==> src/rtl/alu_cmd_driver_pkg.sv <==
// Shared types and helpers for the ALU command driver.
// Holds the FSM state encoding, ALU op codes and result masking.
package alu_cmd_driver_pkg;

  localparam logic [1:0] OP_ADD = 2'b00;
  localparam logic [1:0] OP_SUB = 2'b01;
  localparam logic [1:0] OP_MUL = 2'b10;
  localparam logic [1:0] OP_DIV = 2'b11;

  typedef enum logic [2:0] {
    S_IDLE  = 3'd0,
    S_ARST  = 3'd1,
    S_START = 3'd2,
    S_HOLD  = 3'd3,
    S_WAIT  = 3'd4,
    S_RESP  = 3'd5
  } drv_state_e;

  // add/sub are 8-bit results: carry/borrow in the upper byte is dropped.
  function automatic logic [15:0] mask_result(input logic [1:0] op, input logic [15:0] outbus);
    logic [15:0] res;
    case (op)
      OP_ADD, OP_SUB: res = {8'h00, outbus[7:0]};
      default:        res = outbus;
    endcase
    return res;
  endfunction

  // First word placed on the ALU input bus: divide takes the full 16-bit dividend.
  function automatic logic [15:0] first_operand(input logic [1:0] op, input logic [15:0] a);
    logic [15:0] res;
    if (op == OP_DIV) begin
      res = a;
    end else begin
      res = {8'h00, a[7:0]};
    end
    return res;
  endfunction

endpackage

==> src/rtl/alu_cmd_driver_drv_timer.sv <==
// Clearable saturating up-counter with a terminal flag.
// Used by alu_cmd_driver to bound the wait for the ALU finish flag.
module drv_timer #(
  parameter int MAX = 63
) (
  input  logic clk,
  input  logic rst_n,
  input  logic clr_i,
  input  logic en_i,
  output logic term_o
);

  localparam int W = $clog2(MAX + 2);
  localparam logic [W-1:0] MAX_V = W'(MAX);

  logic [W-1:0] cnt_q;
  logic [W-1:0] cnt_d;

  // Next count: clear wins, then count up and saturate at MAX.
  always_comb begin
    cnt_d = cnt_q;
    if (clr_i) begin
      cnt_d = {W{1'b0}};
    end else if (en_i && (cnt_q != MAX_V)) begin
      cnt_d = cnt_q + W'(1);
    end else begin
      cnt_d = cnt_q;
    end
  end

  // Count register.
  always_ff @(posedge clk or negedge rst_n) begin
    if (!rst_n) begin
      cnt_q <= {W{1'b0}};
    end else begin
      cnt_q <= cnt_d;
    end
  end

  assign term_o = (cnt_q == MAX_V);

endmodule

==> src/rtl/alu_cmd_driver.sv <==
// Initiator for the ALU start/sel/inbus/outbus/finish protocol.
// One request in flight: reset ALU, load operands in order, wait finish, return result.
// Optional macro ALU_DRV_TIMEOUT_EN adds a WAIT timeout that returns rsp_err=1.
module alu_cmd_driver
  import alu_cmd_driver_pkg::*;
#(
  parameter int TIMEOUT_CYCLES = 64,
  parameter int RST_CYCLES     = 1
) (
  input  logic        clk,
  input  logic        rst_n,
  input  logic        req_valid,
  output logic        req_ready,
  input  logic [1:0]  req_op,
  input  logic [15:0] req_a,
  input  logic [7:0]  req_m,
  output logic        rsp_valid,
  input  logic        rsp_ready,
  output logic [15:0] rsp_data,
  output logic        rsp_err,
  output logic        busy,
  output logic        alu_rst,
  output logic        alu_start,
  output logic [1:0]  alu_sel,
  output logic [15:0] alu_inbus,
  input  logic [15:0] alu_outbus,
  input  logic        alu_finish
);

  localparam logic [7:0] RST_LAST = 8'(RST_CYCLES - 1);

  drv_state_e  state_q, state_d;
  logic [1:0]  op_q, op_d;
  logic [15:0] a_q, a_d;
  logic [7:0]  m_q, m_d;
  logic [7:0]  rcnt_q, rcnt_d;
  logic        req_ready_q, req_ready_d;
  logic        rsp_valid_q, rsp_valid_d;
  logic [15:0] rsp_data_q, rsp_data_d;
  logic        rsp_err_q, rsp_err_d;
  logic        busy_q, busy_d;
  logic        alu_rst_q, alu_rst_d;
  logic        alu_start_q, alu_start_d;
  logic [1:0]  alu_sel_q, alu_sel_d;
  logic [15:0] alu_inbus_q, alu_inbus_d;

`ifdef ALU_DRV_TIMEOUT_EN
  logic tmo_hit_s;

  // Counter is held clear outside WAIT, so it restarts from zero on each entry.
  drv_timer #(
    .MAX (TIMEOUT_CYCLES - 1)
  ) u_timer (
    .clk    (clk),
    .rst_n  (rst_n),
    .clr_i  (state_q != S_WAIT),
    .en_i   (state_q == S_WAIT),
    .term_o (tmo_hit_s)
  );
`endif

  // Next state, operand latch, result capture and next registered outputs.
  always_comb begin
    state_d    = state_q;
    op_d       = op_q;
    a_d        = a_q;
    m_d        = m_q;
    rcnt_d     = rcnt_q;
    rsp_data_d = rsp_data_q;
    rsp_err_d  = rsp_err_q;

    case (state_q)
      S_IDLE: begin
        if (req_valid && req_ready_q) begin
          op_d    = req_op;
          a_d     = req_a;
          m_d     = req_m;
          rcnt_d  = 8'd0;
          state_d = S_ARST;
        end else begin
          state_d = S_IDLE;
        end
      end
      S_ARST: begin
        if (rcnt_q == RST_LAST) begin
          state_d = S_START;
        end else begin
          rcnt_d = rcnt_q + 8'd1;
        end
      end
      S_START: state_d = S_HOLD;
      S_HOLD:  state_d = S_WAIT;
      S_WAIT: begin
        // finish takes priority over a timeout on the same cycle
        if (alu_finish) begin
          rsp_data_d = mask_result(op_q, alu_outbus);
          rsp_err_d  = 1'b0;
          state_d    = S_RESP;
`ifdef ALU_DRV_TIMEOUT_EN
        end else if (tmo_hit_s) begin
          rsp_data_d = 16'h0000;
          rsp_err_d  = 1'b1;
          state_d    = S_RESP;
`endif
        end else begin
          state_d = S_WAIT;
        end
      end
      S_RESP: begin
        if (rsp_ready) begin
          state_d = S_IDLE;
        end else begin
          state_d = S_RESP;
        end
      end
      default: state_d = S_IDLE;
    endcase

    // Outputs follow the state being entered so they are registered alongside it.
    alu_sel_d   = alu_sel_q;
    alu_inbus_d = alu_inbus_q;
    case (state_d)
      S_START, S_HOLD: begin
        alu_sel_d   = op_d;
        alu_inbus_d = first_operand(op_d, a_d);
      end
      S_WAIT: begin
        alu_sel_d   = op_q;
        alu_inbus_d = {8'h00, m_q};
      end
      S_RESP: begin
        alu_sel_d   = alu_sel_q;
        alu_inbus_d = alu_inbus_q;
      end
      default: begin
        alu_sel_d   = 2'b00;
        alu_inbus_d = 16'h0000;
      end
    endcase

    req_ready_d = (state_d == S_IDLE);
    busy_d      = (state_d != S_IDLE);
    alu_rst_d   = (state_d == S_ARST);
    alu_start_d = (state_d == S_START);
    rsp_valid_d = (state_d == S_RESP);
  end

  // State, operand and output registers; the ALU is held in reset while rst_n is low.
  always_ff @(posedge clk or negedge rst_n) begin
    if (!rst_n) begin
      state_q     <= S_IDLE;
      op_q        <= 2'b00;
      a_q         <= 16'h0000;
      m_q         <= 8'h00;
      rcnt_q      <= 8'd0;
      req_ready_q <= 1'b0;
      rsp_valid_q <= 1'b0;
      rsp_data_q  <= 16'h0000;
      rsp_err_q   <= 1'b0;
      busy_q      <= 1'b0;
      alu_rst_q   <= 1'b1;
      alu_start_q <= 1'b0;
      alu_sel_q   <= 2'b00;
      alu_inbus_q <= 16'h0000;
    end else begin
      state_q     <= state_d;
      op_q        <= op_d;
      a_q         <= a_d;
      m_q         <= m_d;
      rcnt_q      <= rcnt_d;
      req_ready_q <= req_ready_d;
      rsp_valid_q <= rsp_valid_d;
      rsp_data_q  <= rsp_data_d;
      rsp_err_q   <= rsp_err_d;
      busy_q      <= busy_d;
      alu_rst_q   <= alu_rst_d;
      alu_start_q <= alu_start_d;
      alu_sel_q   <= alu_sel_d;
      alu_inbus_q <= alu_inbus_d;
    end
  end

  assign req_ready = req_ready_q;
  assign rsp_valid = rsp_valid_q;
  assign rsp_data  = rsp_data_q;
  assign rsp_err   = rsp_err_q;
  assign busy      = busy_q;
  assign alu_rst   = alu_rst_q;
  assign alu_start = alu_start_q;
  assign alu_sel   = alu_sel_q;
  assign alu_inbus = alu_inbus_q;

endmodule

==> config.mk <==
export PLATFORM = sky130hd
export DESIGN_NAME = alu_cmd_driver
export DESIGN_NICKNAME = d
export VERILOG_FILES = /design/src/rtl/alu_cmd_driver_pkg.sv /design/src/rtl/alu_cmd_driver_drv_timer.sv /design/src/rtl/alu_cmd_driver.sv
export SDC_FILE = /design/constraint.sdc
export NUM_CORES = 1
export LEC_CHECK = 0
export CAP_MARGIN = 20
export CORE_MARGIN = 3
export CORE_UTILIZATION = 51
export DETAILED_ROUTE_END_ITERATION = 8
export GPL_TIMING_DRIVEN = 1
export HOLD_SLACK_MARGIN = 0.12
export PLACE_DENSITY = 0.87
export SETUP_SLACK_MARGIN = 0.05
export SKIP_LAST_GASP = 1
export SLEW_MARGIN = 30
export SYNTH_ARGS = -nofsm -noshare
export SYNTH_HDL_FRONTEND = slang
export SYNTH_HIERARCHICAL = 1
export SYNTH_SLANG_ARGS = --single-unit
==> constraint.sdc <==
create_clock -name clk -period 6.84 [get_ports clk]
set_clock_uncertainty 0.15 [all_clocks]
set_input_delay 1.026 -clock clk [delete_from_list [all_inputs] [get_ports clk]]
set_output_delay 1.026 -clock clk [all_outputs]
set_load 0.01 [all_outputs]
==> summary.md <==
• area share of xor/xnor cells in the synthesized design: 0.8251%
• clock latency at the later pin of the worst-skew pair: 0.34 ns
• Combinational Power Share: 35.4%
• Psw: 560.1 uW
• placed instance area: 4049 sq um
• share of synthesized area spent on multiplexers: 12.18%
• count of unresolved DRC violations after routing: 0
• Setup WS post-layout: 4.176 ns
• leakage power summed over all cells: 0.001978 uW
• number of endpoints with negative hold slack in the final report: 0
• final setup vio count: 0
• time the worst path needs with I/O delays and setup: 2.664 ns
• Via Count: 2248
• Max IR drop VDD: 0.2409 mV
• sequential cell fraction of total power: 41.1%
• asr flop ratio synth: 100.0%
• TritonCTS clock tree: yes
• top sig layer: met4
• met1 layer wirelength in the final routing: 2.830 mm
• RePlAce Congestion: 0.7809
• Setup Crit Path Kind: input port to flip-flop
• CTS sink cnt: 76
• power density cells: 417.3 nW/um^2
• cell at the root of the clock tree: sky130_fd_sc_hd__clkbuf_8
• met2 wire length: 3.209 mm
• core region area: 5991 sq um
• final non-filler cell area: 4310 sq um
• Layout Cells excl Fill: 422
• chip width: 85.02 um
• max-cap violation count: 0
• area leader, netlist: sky130_fd_sc_hd__dfrtp_1
• outcome: completed
• buffers from clock root to sink, at most: 2
• wire length of the first global-routing pass: 11.18 mm
• Final Net Count: 391
• number of nets still failing antenna checks after routing: 0
• via count of the first global-routing pass: 2406
• crit path max fanout: 37
• CP arrival: 2.75 ns
• fraction of the yosys area taken by sequential cells: 59.76%
• number of gates resized after cts: 0
• fin crit share: 38.95%
• Hold Crit Start: a_q[14]$_DFF_PN0_
• Inserted Diodes: 0
• amount of wire on met3 after detailed routing: 441 um
• Most used DFF post-synth: sky130_fd_sc_hd__dfrtp_1
• clock power share: 23.5%
• number of synthesis warnings: 6
• initial core utilization: 53.15%
• endpoint of the worst-slack reg-to-reg timing path: alu_inbus[6]$_DFFE_PN0N_
• largest net degree at the start of global routing: 77
• cell with the largest stage delay on the worst path: sky130_fd_sc_hd__nor2_8
• initial antenna violation count: 0
• share of the synthesized area in compound gates (AO/OA/AOI/OAI): 11.79%
• DR vias/cell: 5.327
• worst hold endpoint: a_q[14]$_DFF_PN0_
• netlist area before placement: 3184 sq um
• cell internal pwr: 1239 uW
• Post-Synth Adder-Cell Area: 0.7859%
• delay of the slowest cell on the worst path: 0.54 ns
• Slew Viols, Final: 0
• height of the die: 85.02 um
• most common cell in the netlist: sky130_fd_sc_hd__dfrtp_1
• commonest cells in the synthesized netlist: 75 x sky130_fd_sc_hd__dfrtp_1, 30 x sky130_fd_sc_hd__nand2_1, 26 x sky130_fd_sc_hd__mux2_2
• Mean Syn Cell Area: 12.34 sq um
• Max Freq: 0.3753 GHz
• Synth cell types: 41
• #FFs+latches synth: 76
• Place WS: 3.803 ns
• leading post-synthesis cells by cell area: sky130_fd_sc_hd__dfrtp_1 59%, sky130_fd_sc_hd__mux2_2 9.2%, sky130_fd_sc_hd__nand2_1 3.5%
• total detailed-routing wirelength: 6.653 mm
• GRT Util Overall: 19.57%
• HPWL Detailed: 4.568 mm
• Reg-to-Reg Start: state_q[2]$_DFF_PN0_
• buffers inserted by post-CTS timing repair: 0
• aggregate global routing overflow: 0
• Worst Hold Depth: 2
• simple-gate portion of the synthesized area: 9.862%
• area added between synthesis and finish: 35.36%
• Pre-antenna DRT Iters: 4
• number of buffers created by CTS: 9
• hold-fix buffers at CTS: 0
• cell chain of the critical path: clkdlybuf4s50_1, inv_1, nor2_8, mux2_2, a21o_1
• RSZ-0062 raised after global routing: no
• final routed wire length divided by cell count: 15.77 um
• proportion of layout cells with a drive suffix above 1: 15.85%
• PortBufs: 85
• path category of the worst min-delay check: flip-flop to flip-flop
• die area: 7228 sq um
• flop-to-flop setup slack: 4.34 ns
• Setup Total Neg Slack: 0 ns
• remaining max-slew budget at the tightest pin: 54.22%
• Mapped Nets: 307
• critical path endpoint category: flip-flop
• standard-cell rows: 28
• clock-pin transition on the worst setup and hold timing paths: 0.08 ns
• iteration-0 DRC count of the detailed router: 134
• CP required: 6.92 ns
• total placed cells including tap cells: 406
• Switching Share: 31.14%
• Final Power: 1799 uW
• combinational family with the most area after synthesis: multiplexers
• H-tree lvl count: 3
• logic depth of the worst register-to-register path: 4
• Post-synth EDFFs: 0
• cells after synthesis: 258
• area share of the largest cell type after synthesis: 58.94%
• I/O Pins: 87
• slew at the pin closest to its max-slew limit: 0.6867 ns
• nature of the critical path startpoint: input port
how the worst max path moves through the flow:
stage / startpoint / slack, ns / cells after the start / endpoint
floorplan: alu_finish / 4.48 / 4 / rsp_data[0]$_DFFE_PN0P_
global placement: req_valid / 3.85 / 5 / alu_inbus[5]$_DFFE_PN0N_
detailed placement: req_valid / 3.80 / 5 / alu_inbus[6]$_DFFE_PN0N_
CTS: req_valid / 4.18 / 5 / alu_inbus[0]$_DFFE_PN0N_
global route: req_valid / 4.09 / 5 / alu_inbus[6]$_DFFE_PN0N_
finish: req_valid / 4.18 / 5 / alu_inbus[6]$_DFFE_PN0N_
worst max-delay path, delay by kind of cell:
family	cells	cell delay [ns]
compound gates	1	0.18
buf+inv	2	0.57
mux	1	0.43
simple gates	1	0.54
flip-flops by register name, summed over array words and instances (netlist names):
name       flops
alu_inbus     16
m_q            8
state_q        3
req_ready      1
rcnt_q         8
alu_sel        2
rsp_valid      1
alu_start      1
busy           1
rsp_data      16
op_q           2
alu_rst        1
a_q           16
final cells by class:
class                      count  area (sq um)
sequential                    76          1903
fill                         426          1680
multi-input combinational    154          1144
timing repair buffer          87         867.1
clock buffer                  12         155.1
clock inverter                 4         95.09
tap                           75         93.84
inverter                      14         52.55
power by group through the flow:
| stage | Combinational [uW] | Clock (uW) | Sequential (uW) |
|---|---|---|---|
| 6_report | 636 | 423 | 740 |
| 5_1_grt | 701 | 449 | 763 |
| 3_3_place_gp | 613 | 0 | 737 |
| 3_5_place_dp | 638 | 0 | 746 |
| 4_1_cts | 642 | 429 | 741 |
| 2_1_floorplan | 380 | 0 | 744 |
metrics by stage:
step	hold slack, ns	util (%)
after CTS	0.3342	71.76
after global routing	0.3606	71.95
after global placement	0.3067	67.59
after floorplan	0.2917	-
final	0.3301	71.95
after detailed placement	0.3158	67.59
cell families (layout without fill, tap and decap cells):
logic type	Yosys count	count (layout)
other cells	1	1
mux	35	35
xor+xnor	3	3
simple gates	59	59
buf+inv	28	117
fa+ha+maj	2	2
flops	76	76
compound gates	54	54
metal layers:
| metal | GRT usage [%] | vias up |
|---|---|---|
| li1 | - | 1054 |
| met1 | 24.84 | 1095 |
| met2 | 30.86 | 78 |
| met3 | 5.631 | 21 |
| met4 | 9.496 | 0 |
| met5 | 0 | - |
cell usage in the layout (no fill, tap or decap), types with 5 or more instances in the layout:
| cell type | n |
|---|---|
| sky130_fd_sc_hd__clkbuf_8 | 11 |
| sky130_fd_sc_hd__a21o_1 | 10 |
| sky130_fd_sc_hd__nor2_1 | 5 |
| sky130_fd_sc_hd__inv_1 | 14 |
| sky130_fd_sc_hd__clkdlybuf4s50_1 | 84 |
| sky130_fd_sc_hd__mux2_2 | 26 |
| sky130_fd_sc_hd__mux2i_1 | 8 |
| sky130_fd_sc_hd__dfrtp_1 | 75 |
| sky130_fd_sc_hd__a22o_1 | 11 |
| sky130_fd_sc_hd__o21ai_0 | 19 |
| sky130_fd_sc_hd__nand2_1 | 30 |
No activity file was read; power rests on OpenSTA's default activity.
